===== config.mk =====
export PLATFORM = sky130hd
export DESIGN_NAME = seg_debug_display_flat
export DESIGN_NICKNAME = d
export VERILOG_FILES = /design/src/rtl/seg_debug_pkg.sv /design/src/rtl/seg_debug_display_if.sv /design/src/rtl/seg_scan_timer.sv /design/src/rtl/seg_debug_display.sv /design/src/flat_wrapper.sv
export SDC_FILE = /design/constraint.sdc
export NUM_CORES = 1
export LEC_CHECK = 0
export ABC_CLOCK_PERIOD_IN_PS = 4700
export CAP_MARGIN = 0
export CORE_MARGIN = 2
export CORE_UTILIZATION = 43
export CTS_BUF_LIST = sky130_fd_sc_hd__clkbuf_2
export CTS_CLUSTER_DIAMETER = 120
export DETAILED_ROUTE_END_ITERATION = 12
export HOLD_SLACK_MARGIN = 0.12
export PLACE_DENSITY = 0.83
export RECOVER_POWER = 50
export SETUP_SLACK_MARGIN = 0.5
export SLEW_MARGIN = 10
export SYNTH_ARGS = -nofsm -noshare
export SYNTH_HDL_FRONTEND = slang
export SYNTH_HIERARCHICAL = 1
export SYNTH_SLANG_ARGS = --single-unit

===== constraint.sdc =====
create_clock -name clk_in -period 4.7 [get_ports clk_in]
set_input_delay 0.47 -clock clk_in [delete_from_list [all_inputs] [get_ports clk_in]]
set_output_delay 0.47 -clock clk_in [all_outputs]
set_load 0.03 [all_outputs]

===== src/rtl/seg_debug_pkg.sv =====
// Shared types and the hex-to-seven-segment table for the debug display.
package seg_debug_pkg;

    typedef logic [6:0] seg_t;

    // Active-low {g,f,e,d,c,b,a}: all ones means every segment is dark.
    localparam seg_t SEG_BLANK = 7'h7F;

    function automatic seg_t hex_to_seg(input logic [3:0] nibble);
        case (nibble)
            4'h0:    return 7'h40;
            4'h1:    return 7'h79;
            4'h2:    return 7'h24;
            4'h3:    return 7'h30;
            4'h4:    return 7'h19;
            4'h5:    return 7'h12;
            4'h6:    return 7'h02;
            4'h7:    return 7'h78;
            4'h8:    return 7'h00;
            4'h9:    return 7'h10;
            4'hA:    return 7'h08;
            4'hB:    return 7'h03;
            4'hC:    return 7'h46;
            4'hD:    return 7'h21;
            4'hE:    return 7'h06;
            default: return 7'h0E;
        endcase
    endfunction

endpackage


===== src/rtl/seg_debug_display_if.sv =====
// Debug-source side and pin side of the seven-segment debug display.
interface seg_debug_display_if #(
    parameter int NUM_CHANNELS = 4,
    parameter int DIGITS       = 8,
    parameter int STICKY_BITS  = 8
) ();
    import seg_debug_pkg::*;

    localparam int SEL_W = (NUM_CHANNELS > 1) ? $clog2(NUM_CHANNELS) : 1;

    logic [NUM_CHANNELS*DIGITS*4-1:0] chan_in;
    logic [SEL_W-1:0]                 sel_in;
    logic                             freeze_in;
    logic [STICKY_BITS-1:0]           sticky_set_in;
    logic                             sticky_clr_in;
    logic [STICKY_BITS-1:0]           sticky_out;
    logic [DIGITS*4-1:0]              value_out;
    seg_t                             cat_out;
    logic [DIGITS-1:0]                an_out;

    modport master (
        output chan_in, sel_in, freeze_in, sticky_set_in, sticky_clr_in,
        input  sticky_out, value_out, cat_out, an_out
    );

    modport slave (
        input  chan_in, sel_in, freeze_in, sticky_set_in, sticky_clr_in,
        output sticky_out, value_out, cat_out, an_out
    );

endinterface


===== src/rtl/seg_scan_timer.sv =====
// Slot counter plus digit index for the display multiplexer.
// Outputs are look-ahead: they give the values that take effect at the coming edge.
module seg_scan_timer #(
    parameter  int DIGITS      = 8,
    parameter  int SCAN_PERIOD = 100000,
    localparam int IDX_W       = (DIGITS > 1) ? $clog2(DIGITS) : 1
) (
    input  logic             clk_in,
    input  logic             rst_in,
    output logic [IDX_W-1:0] index_out,
    output logic             last_cycle_out
);

    localparam int CNT_W = $clog2(SCAN_PERIOD);
    localparam logic [CNT_W-1:0] CNT_LAST = CNT_W'(SCAN_PERIOD - 1);
    localparam logic [IDX_W-1:0] IDX_LAST = IDX_W'(DIGITS - 1);

    logic [CNT_W-1:0] cnt_q, cnt_d;
    logic [IDX_W-1:0] idx_q, idx_d;

    // NOTE: every always_comb output gets a default first so no path leaves it unassigned (no latch).
    always_comb begin
        cnt_d = cnt_q + CNT_W'(1);
        idx_d = idx_q;
        if (cnt_q == CNT_LAST) begin
            cnt_d = '0;
            idx_d = (idx_q == IDX_LAST) ? '0 : idx_q + IDX_W'(1);
        end
    end

    // NOTE: state registers use non-blocking assignment so every flop samples pre-edge values.
    always_ff @(posedge clk_in or negedge rst_in) begin
        if (!rst_in) begin
            cnt_q <= '0;
            idx_q <= '0;
        end else begin
            cnt_q <= cnt_d;
            idx_q <= idx_d;
        end
    end

    assign index_out      = idx_d;
    assign last_cycle_out = (cnt_d == CNT_LAST);

endmodule


===== src/rtl/seg_debug_display.sv =====
// Selects one debug word, optionally freezes it, keeps sticky event flags and
// scans the value onto active-low seven-segment digits.
module seg_debug_display
    import seg_debug_pkg::*;
#(
    parameter int NUM_CHANNELS  = 4,
    parameter int DIGITS        = 8,
    parameter int SCAN_PERIOD   = 100000,
    parameter int STICKY_BITS   = 8,
    parameter int BLANK_LEADING = 0
) (
    input  logic clk_in,
    input  logic rst_in,
    seg_debug_display_if.slave bus
);

    localparam int WORD_W = DIGITS * 4;
    localparam int IDX_W  = (DIGITS > 1) ? $clog2(DIGITS) : 1;

    logic [IDX_W-1:0]       index;
    logic                   last_cycle;
    logic [WORD_W-1:0]      sel_word;
    logic [WORD_W-1:0]      value_q;
    logic [STICKY_BITS-1:0] sticky_q;
    logic [DIGITS-1:0]      an_q;
    seg_t                   cat_q;
    seg_t                   cat_d;
    logic [3:0]             nibble;
    logic                   upper_zero;

    seg_scan_timer #(
        .DIGITS      (DIGITS),
        .SCAN_PERIOD (SCAN_PERIOD)
    ) u_timer (
        .clk_in         (clk_in),
        .rst_in         (rst_in),
        .index_out      (index),
        .last_cycle_out (last_cycle)
    );

    // Out-of-range selects fall back to channel 0.
    always_comb begin
        sel_word = bus.chan_in[WORD_W-1:0];
        for (int k = 1; k < NUM_CHANNELS; k++) begin
            if (int'(bus.sel_in) == k) sel_word = bus.chan_in[k*WORD_W +: WORD_W];
        end
    end

    // Walk from the top nibble down so "all higher nibbles zero" accumulates.
    always_comb begin
        logic nz_acc;
        nz_acc     = 1'b0;
        nibble     = '0;
        upper_zero = 1'b0;
        for (int i = DIGITS - 1; i >= 0; i--) begin
            nz_acc = nz_acc | (value_q[i*4 +: 4] != 4'h0);
            if (int'(index) == i) begin
                nibble     = value_q[i*4 +: 4];
                upper_zero = !nz_acc && (i != 0);
            end
        end
    end

    always_comb begin
        if (last_cycle)                               cat_d = SEG_BLANK;
        else if ((BLANK_LEADING != 0) && upper_zero)  cat_d = SEG_BLANK;
        else                                          cat_d = hex_to_seg(nibble);
    end

    always_ff @(posedge clk_in or negedge rst_in) begin
        if (!rst_in) begin
            value_q  <= '0;
            sticky_q <= '0;
            an_q     <= '1;
            cat_q    <= SEG_BLANK;
        end else begin
            if (!bus.freeze_in) value_q <= sel_word;
            // A set arriving with a clear survives the clear.
            sticky_q <= bus.sticky_clr_in ? bus.sticky_set_in
                                          : (sticky_q | bus.sticky_set_in);
            an_q     <= ~(DIGITS'(1) << index);
            cat_q    <= cat_d;
        end
    end

    assign bus.value_out  = value_q;
    assign bus.sticky_out = sticky_q;
    assign bus.an_out     = an_q;
    assign bus.cat_out    = cat_q;

endmodule


===== src/flat_wrapper.sv =====
// flat-port wrapper written by rule: the top's interface ports become plain ports
module seg_debug_display_flat import seg_debug_pkg::*;
#(
    parameter int NUM_CHANNELS  = 4,
    parameter int DIGITS        = 8,
    parameter int SCAN_PERIOD   = 100000,
    parameter int STICKY_BITS   = 8,
    parameter int BLANK_LEADING = 0
)
  (clk_in, rst_in, bus_chan_in, bus_sel_in, bus_freeze_in, bus_sticky_set_in, bus_sticky_clr_in, bus_sticky_out, bus_value_out, bus_cat_out, bus_an_out);
  seg_debug_display_if #(.NUM_CHANNELS(NUM_CHANNELS), .DIGITS(DIGITS), .STICKY_BITS(STICKY_BITS)) bus_i ();
  input  logic clk_in;
  input  logic rst_in;
  input wire logic [$bits(bus_i.chan_in)-1:0] bus_chan_in;
  input wire logic [$bits(bus_i.sel_in)-1:0] bus_sel_in;
  input wire logic [$bits(bus_i.freeze_in)-1:0] bus_freeze_in;
  input wire logic [$bits(bus_i.sticky_set_in)-1:0] bus_sticky_set_in;
  input wire logic [$bits(bus_i.sticky_clr_in)-1:0] bus_sticky_clr_in;
  output wire logic [$bits(bus_i.sticky_out)-1:0] bus_sticky_out;
  output wire logic [$bits(bus_i.value_out)-1:0] bus_value_out;
  output wire logic [$bits(bus_i.cat_out)-1:0] bus_cat_out;
  output wire logic [$bits(bus_i.an_out)-1:0] bus_an_out;
  assign bus_i.chan_in = bus_chan_in;
  assign bus_i.sel_in = bus_sel_in;
  assign bus_i.freeze_in = bus_freeze_in;
  assign bus_i.sticky_set_in = bus_sticky_set_in;
  assign bus_i.sticky_clr_in = bus_sticky_clr_in;
  assign bus_sticky_out = bus_i.sticky_out;
  assign bus_value_out = bus_i.value_out;
  assign bus_cat_out = bus_i.cat_out;
  assign bus_an_out = bus_i.an_out;
  seg_debug_display #(.NUM_CHANNELS(NUM_CHANNELS), .DIGITS(DIGITS), .SCAN_PERIOD(SCAN_PERIOD), .STICKY_BITS(STICKY_BITS), .BLANK_LEADING(BLANK_LEADING)) u_core (.clk_in(clk_in), .rst_in(rst_in), .bus(bus_i));
endmodule

## After elaboration in Yosys (flattened, before gate mapping)

Memories as Yosys holds them, arrays and structs flattened.
Cells that the tools add are included.

- Register bits: 75
- Latch bits: 0
- RAM bits: 0
- ROM bits: 112
- Input port bits: 142
- Memories: 1

- $add $sub $neg: 2
- Multiply operators: 0
- Divide/modulo/power cells: 0
- $lt $le $gt $ge: 0
- Equal/unequal tests: 13
- Shift-type cells: 1
- Multiplexer cells: 16
- Bitwise logic cells: 2
- Reductions and logical operators: 1

Memory list:

| name | depth | width | read ports | clocked after memory_dff | wr ports | RTL line | RTL |
|---|---|---|---|---|---|---|---|
| (no name shown) | 16 | 7 | 1 | 0 | 0 | seg_debug_pkg.sv:10 | `case (nibble)` |

Operator list:

| operator | count |
|---|---|
| 32-bit two-way mux | 3 |
| 17-bit == test (second input constant) | 2 |
| 4-bit two-way mux | 8 |
| 17-bit by 1-bit adder with 17-bit output (second input constant) | 1 |
| 17-bit two-way mux | 1 |
| 3-bit == test (second input constant) | 5 |
| 8-bit two-way mux | 1 |
| 8-bit inverter | 1 |
| 8-bit OR | 1 |
| 1-bit by 3-bit left shift with 8-bit output (first input constant) | 1 |
| 7-bit two-way mux | 1 |
| 3-bit by 2-bit == test with 1-bit output (second input constant) | 2 |
| 3-bit two-way mux | 2 |
| 2-bit == test (second input constant) | 2 |
| 3-bit by 1-bit adder with 3-bit output (second input constant) | 1 |
| 3-bit by 1-bit == test with 1-bit output (second input constant) | 1 |
| 3-bit logical NOT | 1 |
| 2-bit by 1-bit == test with 1-bit output (second input constant) | 1 |

## Longest topological paths before layout

An unclocked memory read counts as a cell.

- Word-level depth: 14
- Depth in mapped cells: 15
- Depth with buffers taken out: 13

## Modules after synthesis

Netlist, hierarchy kept.

Modules (own cells, without submodules):

| module | times used | cells an instance | area an instance (µm²) |
|---|---|---|---|
| seg_debug_display | 1 | 219 | 3214.3 |
| seg_scan_timer | 1 | 103 | 1117.3 |

## Least setup slack after synthesis

No wires, ideal clock.

- Kind: register to register
- Start: reg u_core.u_timer.cnt_q[5]
- End: reg u_core.cat_q[0], in the netlist u_core/bus.cat_out[0]
- Data arrival time: 3.663 ns
- Setup slack: 0.954 ns
- Stages on the path, launching flop included: 15
- Cells stage by stage: dfrtp_1 buf_6 or4b_4 nor4_4 buf_6 mux2_1 buf_6 buf_2 mux4_2 mux2i_1 inv_2 ha_1 or3_1 o21ai_1 o21ai_1

- Word-level cells in the longest chain between the ends: 13
- Elaborated cells between the ends (all ways): 23
- Classes of those cells: 1 x add/sub; 9 x eq/ne; 11 x mux; 1 x reduce/logical; 1 x memory

RTL lines:

| what | RTL line | RTL |
|---|---|---|
| start: declaration | seg_scan_timer.sv:18 | `logic [CNT_W-1:0] cnt_q, cnt_d;` |
| start signal: assignment | seg_scan_timer.sv:37 | `cnt_q <= cnt_d;` |
| 17-bit == test (*) | seg_scan_timer.sv:25 | `if (cnt_q == CNT_LAST) begin` |
| 3-bit two-way mux (*) | seg_scan_timer.sv:25 |  |
| named net u_core.index[1] | seg_debug_display.sv:20 | `logic [IDX_W-1:0] index;` |
| 3-bit by 1-bit == test with 1-bit output | seg_debug_display.sv:57 | `if (int'(index) == i) begin` |
| 4-bit two-way mux (7 in series) | seg_debug_display.sv:57 |  |
| 4-bit two-way mux (*) | seg_debug_display.sv:57 |  |
| memory 16 x 7 bit (*) | - |  |
| 7-bit two-way mux (*) | seg_debug_display.sv:65 | `if (last_cycle) cat_d = SEG_BLANK;` |
| named net u_core.cat_d[0] | seg_debug_display.sv:27 | `seg_t cat_d;` |
| end signal: assignment | seg_debug_display.sv:82 | `cat_q <= cat_d;` |
| end: declaration | seg_debug_display.sv:26 | `seg_t cat_q;` |

The timed path passes the listed nets; every way through them passes the cells marked *.
A chain may end at the register's enable or synchronous reset.

## Worst setup path after layout

Ends and elaborated chain as after synthesis.

==> results.yml <==
power:
  power.density_mw_per_mm2: 275.7
  vdd_ir_drop_max_mv: 0.1309
  power.leakage_nw: 2.599
critical_path:
  crit_path_max_fanout: 14
  path_class: "reg2reg"
  critical_path.endpoint_type: "flop"
  critical_path_startpoint: "u_core/u_timer/cnt_q[5]"
  path_cells: "or4b_4 -> nor4_4 -> buf_4 -> mux2_1 -> mux4_2 -> mux2i_2 -> inv_2 -> ha_1 -> or3_1 -> o21ai_1 -> o21ai_1"
  cpMostUsedCell: "sky130_fd_sc_hd__o21ai_1"
  largest_incremental_delay_on_the_critical_path_ns: 0.58
  critical_path_required_ns: 5.17
  reg2regPathDepth: 11
  cp_num_cells: 11
  worst_path_max_delay_cell: "sky130_fd_sc_hd__or4b_4"
  worst_r2r_startpoint: "u_core/u_timer/cnt_q[5]"
  critPathCapture: "u_core/bus.cat_out[0]"
  worst_setup_path_start_kind: "flop"
  buffers_inverters_on_critical_path: 2
  worst-endpoint-arrival_ns: 4.40
  family_of_cells_with_the_greatest_summed_delay_on_the_critical_path: "multiplexers"
  r2r_slack_ns: 0.78
  rr_endpoint: "u_core/bus.cat_out[0]"
die:
  die_area_mm2: 0.01089
  core_box_area_mm2: 0.009774
  floorplan.io_pins: 197
  die_w_um: 104.4
  floorplan.rows: 36
  die_y_um: 104.4
  initial_utilization_pct: 44.32
finish:
  regArea_mm2: 0.001896
  final_layout_size_suffix_gt1_share_pct: 22.84
  antenna_cells: 0
  number_of_filler_cells_placed_in_the_layout: 733
  final_core_utilization_pct: 66.88
  design_area_mm2: 0.006538
  nNetsFinal: 667
  final_std_cells_w_o_fill: 654
  multi_input_area_mm2: 0.002277
  areaGrowthSynthToFinish_pct: 50.92
sta:
  slew_headroom_pct: -59.55
  timing_max_transition_violations_final: 109
  fmaxAchievable_mhz: 254.8
  clock_skew_ns: 0.02443
  hold_viol: 0
  rsz_0062_raised_after_global_routing: "false"
  worst_pin_slew_ns: 2.393
  setup_violations_final: 0
  min_period_ns: 3.925
  post-route-period-util_pct: 83.51
  setup_total_negative_slack_ns: 0
drt:
  drt-vias-per-instance: 5.469
  final_antenna_net_count: 0
  detail_route.drc_violations: 0
  vias: 3577
  drtPass1Iterations: 4
  drt_iter0_markers: 223
  drt-wirelength-per-cell_um: 18.65
  wl_mm: 12.20
clock_tree:
  clock_insertion_delay_at_the_later_pin_of_the_skew_report_ns: 0.54
  worst_setup_hold_path_clk_slew_ns: 0.21
  h_tree_lvls: 3
  cts_num_sinks: 75
  cts_buffers: 9
  cts.path.max_buffers: 2
  tritoncts: "done"
  clockRootBuffer: "sky130_fd_sc_hd__clkbuf_2"
yosys:
  synth_largest_type_area_fraction_pct: 34.66
  synth.avg_cell_area_um2: 13.45
  synthFlopType: "sky130_fd_sc_hd__dfrtp_1"
  mappedNetlistNets: 473
  yosys_warning_count: 6
  synth-seq-area-share_pct: 43.76
  post_synth_num_cell_types: 57
  postSynth.asyncResetShare_pct: 100.0
  yosys_register_bits: 75
  synth.cells.most_frequent: "60 x sky130_fd_sc_hd__dfrtp_1, 35 x sky130_fd_sc_hd__mux2_2, 35 x sky130_fd_sc_hd__mux4_2"
  dominant_cell_by_count_in_the_synthesized_netlist: "sky130_fd_sc_hd__dfrtp_1"
  leading_post_synthesis_cells_by_cell_area: "sky130_fd_sc_hd__dfrtp_1 35%, sky130_fd_sc_hd__mux4_2 18%, sky130_fd_sc_hd__dfstp_2 9.1%"
  cell_type_contributing_the_most_total_cell_area_after_synthesis: "sky130_fd_sc_hd__dfrtp_1"
  synth_area_mm2: 0.004332
  postSynthCellCount: 322
  count_of_flip_flops_with_a_built_in_enable_after_synthesis: 0
grt:
  track_usage_pct: 22.85
  grt_overflow: 0
  grt_first_pass_wirelength_mm: 19.45
  grt_pass1_vias: 3832
  grt_max_degree: 76
  antenna_found_initial: 0
placed_design:
  finalWeightedCongestion: 0.9157
  placed_cells_incl_taps: 633
  dp_hpwl_mm: 9.844
  placement.io_buffers: 196
  postPlaceCellArea_mm2: 0.006360
job:
  maxCapViolations: 2
status:
  outcome: "complete, but fails checks"
  failed_checks: "capacitance limit, slew limit"
min_path:
  min_path_type: "in2reg"
power breakdown:
part	switching, mW	leakage [nW]	internal [mW]
logic	0.278	1.63	0.328
clock network	0.249	0.0882	0.181
registers	0.0473	0.883	0.718
cells in the final DEF (no fill, tap or decap), types with 3 or more instances in the layout:
| cell type | synthesis | layout |
|---|---|---|
| sky130_fd_sc_hd__a31oi_1 | 3 | 3 |
| sky130_fd_sc_hd__mux4_2 | 35 | 35 |
| sky130_fd_sc_hd__xor2_1 | 8 | 8 |
| sky130_fd_sc_hd__nand2b_1 | 4 | 4 |
| sky130_fd_sc_hd__dfstp_2 | 15 | 15 |
| sky130_fd_sc_hd__buf_4 | 3 | 8 |
| sky130_fd_sc_hd__clkbuf_2 | 0 | 10 |
| sky130_fd_sc_hd__o21ai_1 | 3 | 3 |
| sky130_fd_sc_hd__nand2_1 | 12 | 12 |
| sky130_fd_sc_hd__nand4_1 | 6 | 6 |
| sky130_fd_sc_hd__clkdlybuf4s50_1 | 0 | 193 |
| sky130_fd_sc_hd__nand3_1 | 6 | 6 |
| sky130_fd_sc_hd__nor3_1 | 3 | 3 |
| sky130_fd_sc_hd__nor2_1 | 12 | 12 |
| sky130_fd_sc_hd__nor4_1 | 3 | 4 |
| sky130_fd_sc_hd__nor2b_1 | 4 | 4 |
| sky130_fd_sc_hd__inv_1 | 8 | 8 |
| sky130_fd_sc_hd__a21o_1 | 8 | 8 |
| sky130_fd_sc_hd__o221ai_1 | 4 | 4 |
| sky130_fd_sc_hd__mux2_1 | 4 | 4 |
| sky130_fd_sc_hd__xnor2_1 | 6 | 6 |
| sky130_fd_sc_hd__ha_1 | 9 | 9 |
| sky130_fd_sc_hd__o211ai_1 | 3 | 3 |
| sky130_fd_sc_hd__dfrtp_1 | 60 | 60 |
| sky130_fd_sc_hd__mux2_2 | 35 | 35 |
| sky130_fd_sc_hd__mux2i_1 | 10 | 9 |
| sky130_fd_sc_hd__o21ai_0 | 5 | 5 |
worst min path at each step:
stage | start | end | slack [ns] | cells past startpoint
3_3_place_gp | u_core/bus.sticky_out[3] | u_core/bus.sticky_out[3] | 0.46 | 1
4_1_cts | bus_sticky_set_in[4] | u_core/bus.sticky_out[4] | 0.44 | 2
6_report | bus_sticky_set_in[3] | u_core/bus.sticky_out[3] | 0.49 | 2
3_5_place_dp | u_core/bus.sticky_out[3] | u_core/bus.sticky_out[3] | 0.47 | 1
2_1_floorplan | rst_in | u_core/bus.sticky_out[0] | 0.17 | 0
5_1_grt | bus_sticky_set_in[1] | u_core/bus.sticky_out[1] | 0.42 | 2
per-layer routing:
layer  wire [um]  vias to the layer above  share of wire, %  GRT usage, %
met5           0                        -                 0             0
met4         232                        0               1.9         6.467
met3         838                       23               6.9         5.576
met2        6776                      160                56         42.72
met1        4350                     1773                36         25.63
li1            -                     1621                 -             -
cell type report:
cell class	instances	share of cell area [%]
tap	133	2.545
sequential	75	29.00
clock inverter	7	1.512
timing repair buffer	205	30.91
inverter	9	0.5167
clock buffer	9	0.6890
multi-input combinational	216	34.83
cells by family after synthesis:
| logic type | Yosys count | share of synthesized area (%) |
|---|---|---|
| compound gates | 39 | 6.759 |
| xor+xnor | 14 | 2.831 |
| fa+ha+maj | 9 | 2.600 |
| buf+inv | 31 | 3.610 |
| flops | 75 | 43.76 |
| mux | 84 | 30.65 |
| simple gates | 70 | 9.792 |
repair_timing:
| item | CTS | global route |
|---|---|---|
| setup buffers | 0 | 4 |
| hold buffers | 1 | 0 |
| hold endpoints to repair | 60 | 0 |
| endpoints found under the setup margin | 0 | 2 |
| gates resized for setup | 0 | 1 |
per-stage QoR:
stage          hold WS (ns)  setup slack (ns)  power [mW]
5_1_grt              0.4162            0.5214       1.885
3_3_place_gp         0.4630            0.8453       1.365
6_report             0.4870            0.7753       1.802
4_1_cts              0.4428            0.6452       1.807
3_5_place_dp         0.4677            0.6854       1.375
2_1_floorplan        0.1744            0.9539       1.067
flip-flops by register name, indices dropped and copies added, names as in the netlist:
signal	flops
u_core/bus.an_out	8
u_core/bus.cat_out	7
u_core/bus.sticky_out	8
u_core/bus.value_out	32
u_core/u_timer/cnt_q	17
u_core/u_timer/idx_q	3
Power figures use the tool's default switching activity.
